--- src/rtl/fsm_rx_pkg.sv ---
// rtl/fsm_rx_pkg.sv - shared constants and state encoding for the serial receive path
package fsm_rx_pkg;

    localparam int DATA_W               = 8;
    localparam int CLKS_PER_BIT_DEFAULT = 868;

    typedef enum logic [2:0] {
        IDLE      = 3'd0,
        START     = 3'd1,
        DATA      = 3'd2,
        STOP      = 3'd3,
        WAIT_HIGH = 3'd4,
        PARITY    = 3'd5
    } state_t;

endpackage

--- src/rtl/lane_deserializer.sv ---
// rtl/lane_deserializer.sv - lane synchroniser, frame FSM and shift register
// Optional even-parity bit between data bit 7 and stop bit when RX_PARITY_EN is defined.
module lane_deserializer
    import fsm_rx_pkg::*;
#(
    parameter int CLKS_PER_BIT = CLKS_PER_BIT_DEFAULT
) (
    input  logic              clk100_i,
    input  logic              rst_i,
    input  logic              lane_i,
    output logic [DATA_W-1:0] byte_o,
    output logic              byte_valid_o,
    output logic              frame_err_pulse_o,
    output logic              parity_err_pulse_o,
    output logic              busy_o
);

    localparam logic [15:0] BIT_LAST  = 16'(CLKS_PER_BIT - 1);
    localparam logic [15:0] HALF_LAST = 16'(CLKS_PER_BIT / 2 - 1);

    logic              sync1_q, sync2_q;
    state_t            state_q, state_d;
    logic [15:0]       cnt_q, cnt_d;
    logic [2:0]        idx_q, idx_d;
    logic [DATA_W-1:0] shift_q, shift_d;
    logic              lane_s;
    logic              bit_done;
`ifdef RX_PARITY_EN
    logic              par_q, par_d;
    logic              par_bad;
`endif

    assign lane_s   = sync2_q;
    assign bit_done = (cnt_q == BIT_LAST);
    assign byte_o   = shift_q;
    assign busy_o   = (state_q != IDLE);
`ifdef RX_PARITY_EN
    assign par_bad  = ^{shift_q, par_q};
`endif

    always_ff @(posedge clk100_i or posedge rst_i) begin
        if (rst_i) begin
            sync1_q <= 1'b1;
            sync2_q <= 1'b1;
            state_q <= IDLE;
            cnt_q   <= '0;
            idx_q   <= '0;
            shift_q <= '0;
`ifdef RX_PARITY_EN
            par_q   <= 1'b0;
`endif
        end else begin
            sync1_q <= lane_i;
            sync2_q <= sync1_q;
            state_q <= state_d;
            cnt_q   <= cnt_d;
            idx_q   <= idx_d;
            shift_q <= shift_d;
`ifdef RX_PARITY_EN
            par_q   <= par_d;
`endif
        end
    end

    always_comb begin
        state_d            = state_q;
        cnt_d              = cnt_q;
        idx_d              = idx_q;
        shift_d            = shift_q;
        byte_valid_o       = 1'b0;
        frame_err_pulse_o  = 1'b0;
        parity_err_pulse_o = 1'b0;
`ifdef RX_PARITY_EN
        par_d              = par_q;
`endif
        case (state_q)
            IDLE: begin
                if (!lane_s) begin
                    state_d = START;
                    cnt_d   = '0;
                    idx_d   = '0;
                end
            end
            START: begin
                // Mid-bit check rejects short low glitches on an idle line
                if (cnt_q == HALF_LAST) begin
                    cnt_d   = '0;
                    state_d = lane_s ? IDLE : DATA;
                end else begin
                    cnt_d = cnt_q + 16'd1;
                end
            end
            DATA: begin
                if (bit_done) begin
                    cnt_d          = '0;
                    shift_d[idx_q] = lane_s;
                    if (idx_q == 3'd7) begin
`ifdef RX_PARITY_EN
                        state_d = PARITY;
`else
                        state_d = STOP;
`endif
                    end else begin
                        idx_d = idx_q + 3'd1;
                    end
                end else begin
                    cnt_d = cnt_q + 16'd1;
                end
            end
`ifdef RX_PARITY_EN
            PARITY: begin
                if (bit_done) begin
                    cnt_d   = '0;
                    par_d   = lane_s;
                    state_d = STOP;
                end else begin
                    cnt_d = cnt_q + 16'd1;
                end
            end
`endif
            STOP: begin
                if (bit_done) begin
                    cnt_d = '0;
`ifdef RX_PARITY_EN
                    parity_err_pulse_o = par_bad;
                    byte_valid_o       = lane_s && !par_bad;
`else
                    byte_valid_o       = lane_s;
`endif
                    if (lane_s) begin
                        state_d = IDLE;
                    end else begin
                        frame_err_pulse_o = 1'b1;
                        state_d           = WAIT_HIGH;
                    end
                end else begin
                    cnt_d = cnt_q + 16'd1;
                end
            end
            WAIT_HIGH: begin
                if (lane_s) state_d = IDLE;
            end
            default: state_d = IDLE;
        endcase
    end

endmodule

--- src/rtl/fsm_rx_with_fifo.sv ---
// rtl/fsm_rx_with_fifo.sv - serial byte receiver feeding a byte FIFO with sticky error flags
// Optional parity checking and parity_err_o port when RX_PARITY_EN is defined.
module fsm_rx_with_fifo
    import fsm_rx_pkg::*;
#(
    parameter int CLKS_PER_BIT = CLKS_PER_BIT_DEFAULT,
    parameter int DEPTH        = 16
) (
    input  logic              clk100_i,
    input  logic              rst_i,
    input  logic              lane_i,
    input  logic              re_i,
    input  logic              clr_i,
    output logic [DATA_W-1:0] data_o,
    output logic              empty_o,
    output logic              full_o,
    output logic              rx_busy_o,
    output logic              overflow_o,
    output logic              frame_err_o
`ifdef RX_PARITY_EN
    ,
    output logic              parity_err_o
`endif
);

    localparam int          AW      = $clog2(DEPTH);
    localparam logic [AW:0] DEPTH_C = (AW + 1)'(DEPTH);

    logic [DATA_W-1:0] rx_byte;
    logic              rx_valid, ferr_pulse, perr_pulse;

    logic [DATA_W-1:0] mem_q [DEPTH];
    logic [AW-1:0]     wr_ptr_q, wr_ptr_d, rd_ptr_q, rd_ptr_d;
    logic [AW:0]       count_q, count_d;
    logic [DATA_W-1:0] data_q, data_d;
    logic              empty_q, empty_d, full_q, full_d;
    logic              ovf_q, ovf_d, ferr_q, ferr_d, perr_q, perr_d;
    logic              pop_ok, push_ok;

    lane_deserializer #(.CLKS_PER_BIT(CLKS_PER_BIT)) u_deser (
        .clk100_i           (clk100_i),
        .rst_i              (rst_i),
        .lane_i             (lane_i),
        .byte_o             (rx_byte),
        .byte_valid_o       (rx_valid),
        .frame_err_pulse_o  (ferr_pulse),
        .parity_err_pulse_o (perr_pulse),
        .busy_o             (rx_busy_o)
    );

    always_comb begin
        pop_ok   = re_i && !empty_q;
        // A pop in the same cycle frees the slot, so a write into a full FIFO still lands
        push_ok  = rx_valid && (!full_q || pop_ok);
        wr_ptr_d = push_ok ? wr_ptr_q + AW'(1) : wr_ptr_q;
        rd_ptr_d = pop_ok ? rd_ptr_q + AW'(1) : rd_ptr_q;
        data_d   = pop_ok ? mem_q[rd_ptr_q] : data_q;
        case ({push_ok, pop_ok})
            2'b10:   count_d = count_q + 1'b1;
            2'b01:   count_d = count_q - 1'b1;
            default: count_d = count_q;
        endcase
        empty_d = (count_d == '0);
        full_d  = (count_d == DEPTH_C);
        ovf_d   = (ovf_q  && !clr_i) || (rx_valid && !push_ok);
        ferr_d  = (ferr_q && !clr_i) || ferr_pulse;
        perr_d  = (perr_q && !clr_i) || perr_pulse;
    end

    always_ff @(posedge clk100_i or posedge rst_i) begin
        if (rst_i) begin
            wr_ptr_q <= '0;
            rd_ptr_q <= '0;
            count_q  <= '0;
            data_q   <= '0;
            empty_q  <= 1'b1;
            full_q   <= 1'b0;
            ovf_q    <= 1'b0;
            ferr_q   <= 1'b0;
            perr_q   <= 1'b0;
        end else begin
            wr_ptr_q <= wr_ptr_d;
            rd_ptr_q <= rd_ptr_d;
            count_q  <= count_d;
            data_q   <= data_d;
            empty_q  <= empty_d;
            full_q   <= full_d;
            ovf_q    <= ovf_d;
            ferr_q   <= ferr_d;
            perr_q   <= perr_d;
        end
    end

    always_ff @(posedge clk100_i) begin
        if (push_ok) mem_q[wr_ptr_q] <= rx_byte;
    end

    assign data_o      = data_q;
    assign empty_o     = empty_q;
    assign full_o      = full_q;
    assign overflow_o  = ovf_q;
    assign frame_err_o = ferr_q;
`ifdef RX_PARITY_EN
    assign parity_err_o = perr_q;
`else
    logic unused_perr;
    assign unused_perr = perr_q;
`endif

endmodule

--- config.mk ---
export PLATFORM = sky130hd
export DESIGN_NAME = fsm_rx_with_fifo
export DESIGN_NICKNAME = d
export VERILOG_FILES = /design/src/rtl/fsm_rx_pkg.sv /design/src/rtl/lane_deserializer.sv /design/src/rtl/fsm_rx_with_fifo.sv
export SDC_FILE = /design/constraint.sdc
export NUM_CORES = 1
export LEC_CHECK = 0
export BUFFER_PORTS_ARGS = -buffer_cell sky130_fd_sc_hd__buf_4
export CORE_ASPECT_RATIO = 2
export CORE_UTILIZATION = 40
export CTS_CLUSTER_SIZE = 14
export DETAILED_ROUTE_END_ITERATION = 12
export GPL_ROUTABILITY_DRIVEN = 0
export PLACE_DENSITY = 0.54
export SLEW_MARGIN = 10
export SYNTH_ARGS = -nofsm -noshare
export SYNTH_HDL_FRONTEND = slang
export SYNTH_HIERARCHICAL = 1
export SYNTH_SLANG_ARGS = --single-unit
--- constraint.sdc ---
create_clock -name clk100_i -period 3.2 [get_ports clk100_i]
set_clock_uncertainty 0.15 [all_clocks]
set_input_delay 0.32 -clock clk100_i [delete_from_list [all_inputs] [get_ports clk100_i]]
set_output_delay 0.32 -clock clk100_i [all_outputs]
set_load 0.01 [all_outputs]
==> reports/summary.txt, run 1 <==
Pre-CTS WS: -0.198 ns
Layout cell share with drive strength beyond 1: 28.3%
Core ar.: 19800 sq um
Grt met1 use: 18.9%
Final Instance Area: 9440 sq um
VDD IR max: 0.398 mV
Nets@finish: 608
CTS tree: built
Routed Antenna Nets: 0
Final Hold Viols: 0
Final WS setup: -0.0355 ns
HPWL Detailed: 12500 um
Number of global-route vias before repair: 4892
CP required: 3.35 ns
Mapped Area: 8080 sq um
Crit Path Max Fanout: 3
Crit path time final: 3.24 ns
Fin. max-slew vios: 0
Largest net degree at the start of global routing: 32
Die Width: 103 um
Synth-to-layout area growth: 16.8%
Drt pass-1 iters: 4
Hold_ws: 0.0691 ns
CP arrival: 3.39 ns
Synth warn: 6
Slowest-stage cell, CP: dfrtp_1
GRT overflow: 0
Worst setup SP type: flop
Cells after synthesis: 531
Vias per cell: 5.35
Ant diodes: 0
Total wire length: 17300 um
Setup Crit Path Kind: flop to flop
Period utilization: 101%
RSZ-0062 raised after global routing: true
Die area: 20800 sq um
Worst hold path type: input port to flop
Max-cap violations: 0
Met2 Track Usage GR: 35.6%
DP Area: 8770 sq um
Worst-path clk slew: 0.07 ns
Global-route wire length before repair: 27600 um
Routed len/inst: 19.9 um
Initial core utilization: 40.8%
Status: complete, but fails checks
Critical path cell sequence: nor4_4 > nand4_1 > nor2_2 > and4b_2 > a21boi_4 > inv_2 > ha_4 > xor2_1 > ha_2 > buf_4 > o221ai_1 > o211ai_1 > xnor2_2 > nor3b_2
Setup tns final: -0.0388 ns
Root buf cell: clkbuf_16
CTS Buf Count: 17
Gr busiest metal: met2
Leak: 3.85 nW
Syn_area_per_cell: 15.2 sq um
Buffers added on ports: 17
Iteration-0 DRC Markers: 216
Max incr delay on CP: 0.41 ns
Slew @ Worst Pin: 0.758 ns
Rows: 73
Worst skew pair latency: 0.43 ns
Slew margin rel.: 49.4%
Via count: 4629
Final Setup Violations: 2
Crit end category: flop
# DRC: 0
Max clock buf depth: 2
M3 GR Usage: 2.72%
Fillers: 1720
Max Freq: 309 MHz
Mapped Nets: 548
Antenna violations before repair: 0
H-tree levels: 4
Tot GR Track Use: 18.2%
I/O pin total: 18
Pwr dens: 611 nW/um^2
Clock Sink Count: 185
Failing checks: setup timing
Die Ht: 203 um
## final timing paths
path / startpoint / slack, ns / cells past startpoint / endpoint
min in group asynchronous: rst_i / 0.32 / 3 / u_deser/cnt_q[8]
max reg2reg: u_deser/cnt_q[14] / -0.04 / 14 / full_o
max in group asynchronous: rst_i / 1.82 / 4 / data_o[2]
max: u_deser/cnt_q[14] / -0.04 / 14 / full_o
min reg2reg: u_deser/sync1_q / 0.21 / 0 / u_deser/lane_s
min: clr_i / 0.07 / 3 / frame_err_o
## state kept, by name (all words and copies together) (netlist names)
register         flops
data_o               8
full_o               1
u_deser/state_q      3
overflow_o           1
u_deser/sync1_q      1
rd_ptr_q             4
u_deser/idx_q        3
u_deser/byte_o       8
empty_o              1
wr_ptr_q             4
mem_q              128
count_q              5
frame_err_o          1
u_deser/lane_s       1
u_deser/cnt_q       16
## report_power, final
part	switching [W]	internal (W)	leakage (nW)
sequential	0.000169	0.00260	2.23
clock	0.000878	0.00127	0.304
combinational	0.000432	0.000414	1.32
## placed cells by master (no fill, tap or decap), drive strengths merged, types with 13 or more instances in the layout
cell    count
mux4       32
dfrtp      54
clkbuf     23
nand2      44
nor2       34
inv        15
nor3       13
mux2i      16
buf        70
edfxtp    128
nand3      20
## per-layer routing
metal	vias to the layer above	part of all wire, %
met5	-	0
met4	0	1.5
met3	17	1.9
met2	66	62
met1	2390	35
li1	2156	-
## worst max-delay path: cells and delay by family (launching register included)
kind                     cells  cell delay, ns
flip-flops                   1            0.41
buffers and inverters        2            0.21
AO/OA/AOI/OAI                3            0.55
AND/OR/NAND/NOR              5            1.10
XOR/XNOR                     2            0.32
adder cells (fa/ha/maj)      2            0.38
## cell type report
cell class / count / area (sq um) / share of cell area (%)
clock buffers: 23 / 499 / 5.29
flip-flops and latches: 185 / 5280 / 55.9
clock inverters: 9 / 111 / 1.18
inverters: 12 / 45.0 / 0.477
multi-input cells: 303 / 2620 / 27.8
well taps: 262 / 328 / 3.47
repair buffers: 72 / 558 / 5.91
## stage by stage
| stage | power, W | std cells | utilization [%] |
|---|---|---|---|
| 2_1_floorplan | 0.00350 | 531 | - |
| 3_3_place_gp | 0.00364 | 828 | 44.2 |
| 3_5_place_dp | 0.00367 | 828 | 44.2 |
| 4_1_cts | 0.00582 | 865 | 47.5 |
| 5_1_grt | 0.00599 | 866 | 47.6 |
| 6_report | 0.00577 | 866 | 47.6 |
## what timing repair did
item / 4_1_cts / 5_1_grt
hold buffers: 2 / 0
gates resized for setup: 0 / 3
buffers inserted: 3 / 1
hold endpoints to repair: 26 / 0
pin swaps: 8 / 5
setup endpoints to repair: 3 / 4
No activity file was read; power rests on OpenSTA's default activity.
==> inputs of run 2 (changes only) <==
--- a/config.mk
+++ b/config.mk
@@ -7,11 +7,11 @@
 export LEC_CHECK = 0
 export BUFFER_PORTS_ARGS = -buffer_cell sky130_fd_sc_hd__buf_4
 export CORE_ASPECT_RATIO = 2
-export CORE_UTILIZATION = 40
+export CORE_UTILIZATION = 50
 export CTS_CLUSTER_SIZE = 14
 export DETAILED_ROUTE_END_ITERATION = 12
 export GPL_ROUTABILITY_DRIVEN = 0
-export PLACE_DENSITY = 0.54
+export PLACE_DENSITY = 0.65
 export SLEW_MARGIN = 10
 export SYNTH_ARGS = -nofsm -noshare
 export SYNTH_HDL_FRONTEND = slang
==> constraint.sdc (replaced) <==
create_clock -name clk100_i -period 3.2 [get_ports clk100_i]
set_clock_uncertainty 0.15 [all_clocks]
set_input_delay 0.32 -clock clk100_i [delete_from_list [all_inputs] [get_ports clk100_i]]
set_output_delay 0.32 -clock clk100_i [all_outputs]
set_load 0.05 [all_outputs]
==> run 2 against run 1 <==
  * The flow still finishes with violations (setup timing)
  * Via count grew 0.43%
  * Worst setup slack lost 0.057 ns
  * Total power decreased by 1.2%
  * Critical path depth did not move
  * Wire length fell by 4.5%
  * Combinational power grew 3.4%
  * Highest routed layer unchanged
==> reports/summary.txt, run 2 (synthesis results as in run 1) <==
Drt pass-1 iters: 4
Slew margin rel.: 28.3%
Gate family responsible for the most delay along the worst path: simple AND/OR/NAND/NOR gates
Max incr delay on CP: 0.42 ns
Crit path time final: 3.29 ns
Crit Path Max Fanout: 3
Largest regs: mem_q (128), u_deser/cnt_q (16)
Failing checks: setup timing
VDD IR max: 0.391 mV
Core ar.: 15800 sq um
CP required: 3.39 ns
Die area: 16700 sq um
Largest register FFs: 128
Iteration-0 DRC Markers: 166
Buffers & Inverters on Critical Path: 1
CTS tree: built
Crit end category: flop
Slew @ Worst Pin: 1.07 ns
Status: complete, but fails checks
Die Ht: 182 um
Slowest-stage cell, CP: dfrtp_1
Layout cell share with drive strength beyond 1: 28.5%
Crit path top cell by count: a21oi_1
Vias per cell: 5.78
I/O pin total: 18
Die Width: 91.9 um
Worst setup SP type: flop
Initial core utilization: 51.2%
Largest net degree at the start of global routing: 33
Final WS setup: -0.0922 ns
Most common cell after layout, fill and taps aside: edfxtp_1
Leak: 3.83 nW
Commonest cells after routing, fill and taps aside: edfxtp_1, buf_4, dfrtp_1
Number of global-route vias before repair: 5050
Hold_ws: 0.0647 ns
Routed len/inst: 20.5 um
Root buf cell: clkbuf_16
Synth-to-layout area growth: 15.5%
Antenna violations before repair: 0
Largest register by flop count: mem_q
Final Hold Viols: 0
HPWL Detailed: 12000 um
Clock Sink Count: 185
CTS Buf Count: 17
Max clock buf depth: 2
Placed insts: 768
RSZ-0062 raised after global routing: true
Design Power: 0.00570 W
Via count: 4649
Worst hold path type: input port to flop
# DRC: 0
Pre-CTS WS: -0.133 ns
Routed Antenna Nets: 0
Period utilization: 103%
Post-Layout Cell Count: 804
Global-route wire length before repair: 26200 um
Rows: 65
Fin. max-slew vios: 0
Max-cap violations: 0
Nets@finish: 607
GRT overflow: 0
Setup Crit Path Kind: flop to flop
Tot GR Track Use: 21.3%
Final Setup Violations: 2
Total wire length: 16500 um
Buffers added on ports: 17
Critical path cell sequence: nor4_4 > nand4_1 > nor2_2 > and4b_1 > a21boi_4 > inv_2 > ha_4 > xor2_1 > ha_2 > a21oi_1 > xnor2_1 > nor4bb_2 > a21oi_1 > nor3_1
CP arrival: 3.48 ns
Worst skew pair latency: 0.42 ns
Max Freq: 304 MHz
Worst reg2reg setup slack: -0.09 ns
Ant diodes: 0
H-tree levels: 4
Worst-path clk slew: 0.07 ns
Pwr dens: 611 nW/um^2
[run 2: timing repair]
| action | 4_1_cts | 5_1_grt |
|---|---|---|
| endpoints found under the hold margin | 31 | 0 |
| hold buffers | 2 | 0 |
| endpoints found under the setup margin | 2 | 4 |
| pin swaps | 7 | 7 |
| setup buffers | 1 | 1 |
| gates resized for setup | 0 | 4 |
[run 2: routing by layer]
| layer | share of wire, % | track usage [%] | up-vias |
|---|---|---|---|
| met3 | 1.8 | 4.02 | 32 |
| met1 | 35 | 20.4 | 2383 |
| met2 | 61 | 42.9 | 81 |
| met5 | 0 | 0 | - |
| li1 | - | - | 2153 |
| met4 | 2.9 | 8.44 | 0 |
[run 2: final timing paths]
check | start | endpoint | cells after the start
max | u_deser/cnt_q[14] | empty_o | 14
min | clr_i | frame_err_o | 3
max reg2reg | u_deser/cnt_q[14] | empty_o | 14
min reg2reg | u_deser/sync1_q | u_deser/lane_s | 0
max in group asynchronous | rst_i | rd_ptr_q[0] | 3
min in group asynchronous | rst_i | u_deser/state_q[2] | 4
[run 2: through the flow]
stage          utilization [%]  cell area (sq um)  TNS, ns
5_1_grt                   59.2               9330   -0.638
4_1_cts                   59.0               9310   -0.208
3_5_place_dp              55.1               8690   -0.229
6_report                  59.2               9330   -0.184
3_3_place_gp              55.1               8690  -0.0180
2_1_floorplan                -               8130   -0.244
[run 2: area by class of cell]
type                            count  area, sq um
Clock buffer                       21          493
Clock inverter                     11         98.8
Fill cell                        1251         6440
Inverter                           12         45.0
Multi-Input combinational cell    303         2630
Sequential cell                   185         5280
Tap cell                          201          251
Timing Repair Buffer               71          538
[run 2: worst register-to-register path: stages, from the launching register on]
cell,delay [ns]
dfrtp_1,0.42
nor4_4,0.32
nand4_1,0.21
nor2_2,0.17
and4b_1,0.24
a21boi_4,0.19
inv_2,0.07
ha_4,0.16
xor2_1,0.14
ha_2,0.22
a21oi_1,0.20
xnor2_1,0.18
nor4bb_2,0.25
a21oi_1,0.11
nor3_1,0.17
[run 2: power by group]
| part | internal [W] | switching [W] | leakage (nW) |
|---|---|---|---|
| sequential | 0.00260 | 0.000177 | 2.23 |
| combinational | 0.000423 | 0.000452 | 1.31 |
| clock | 0.00113 | 0.000907 | 0.291 |
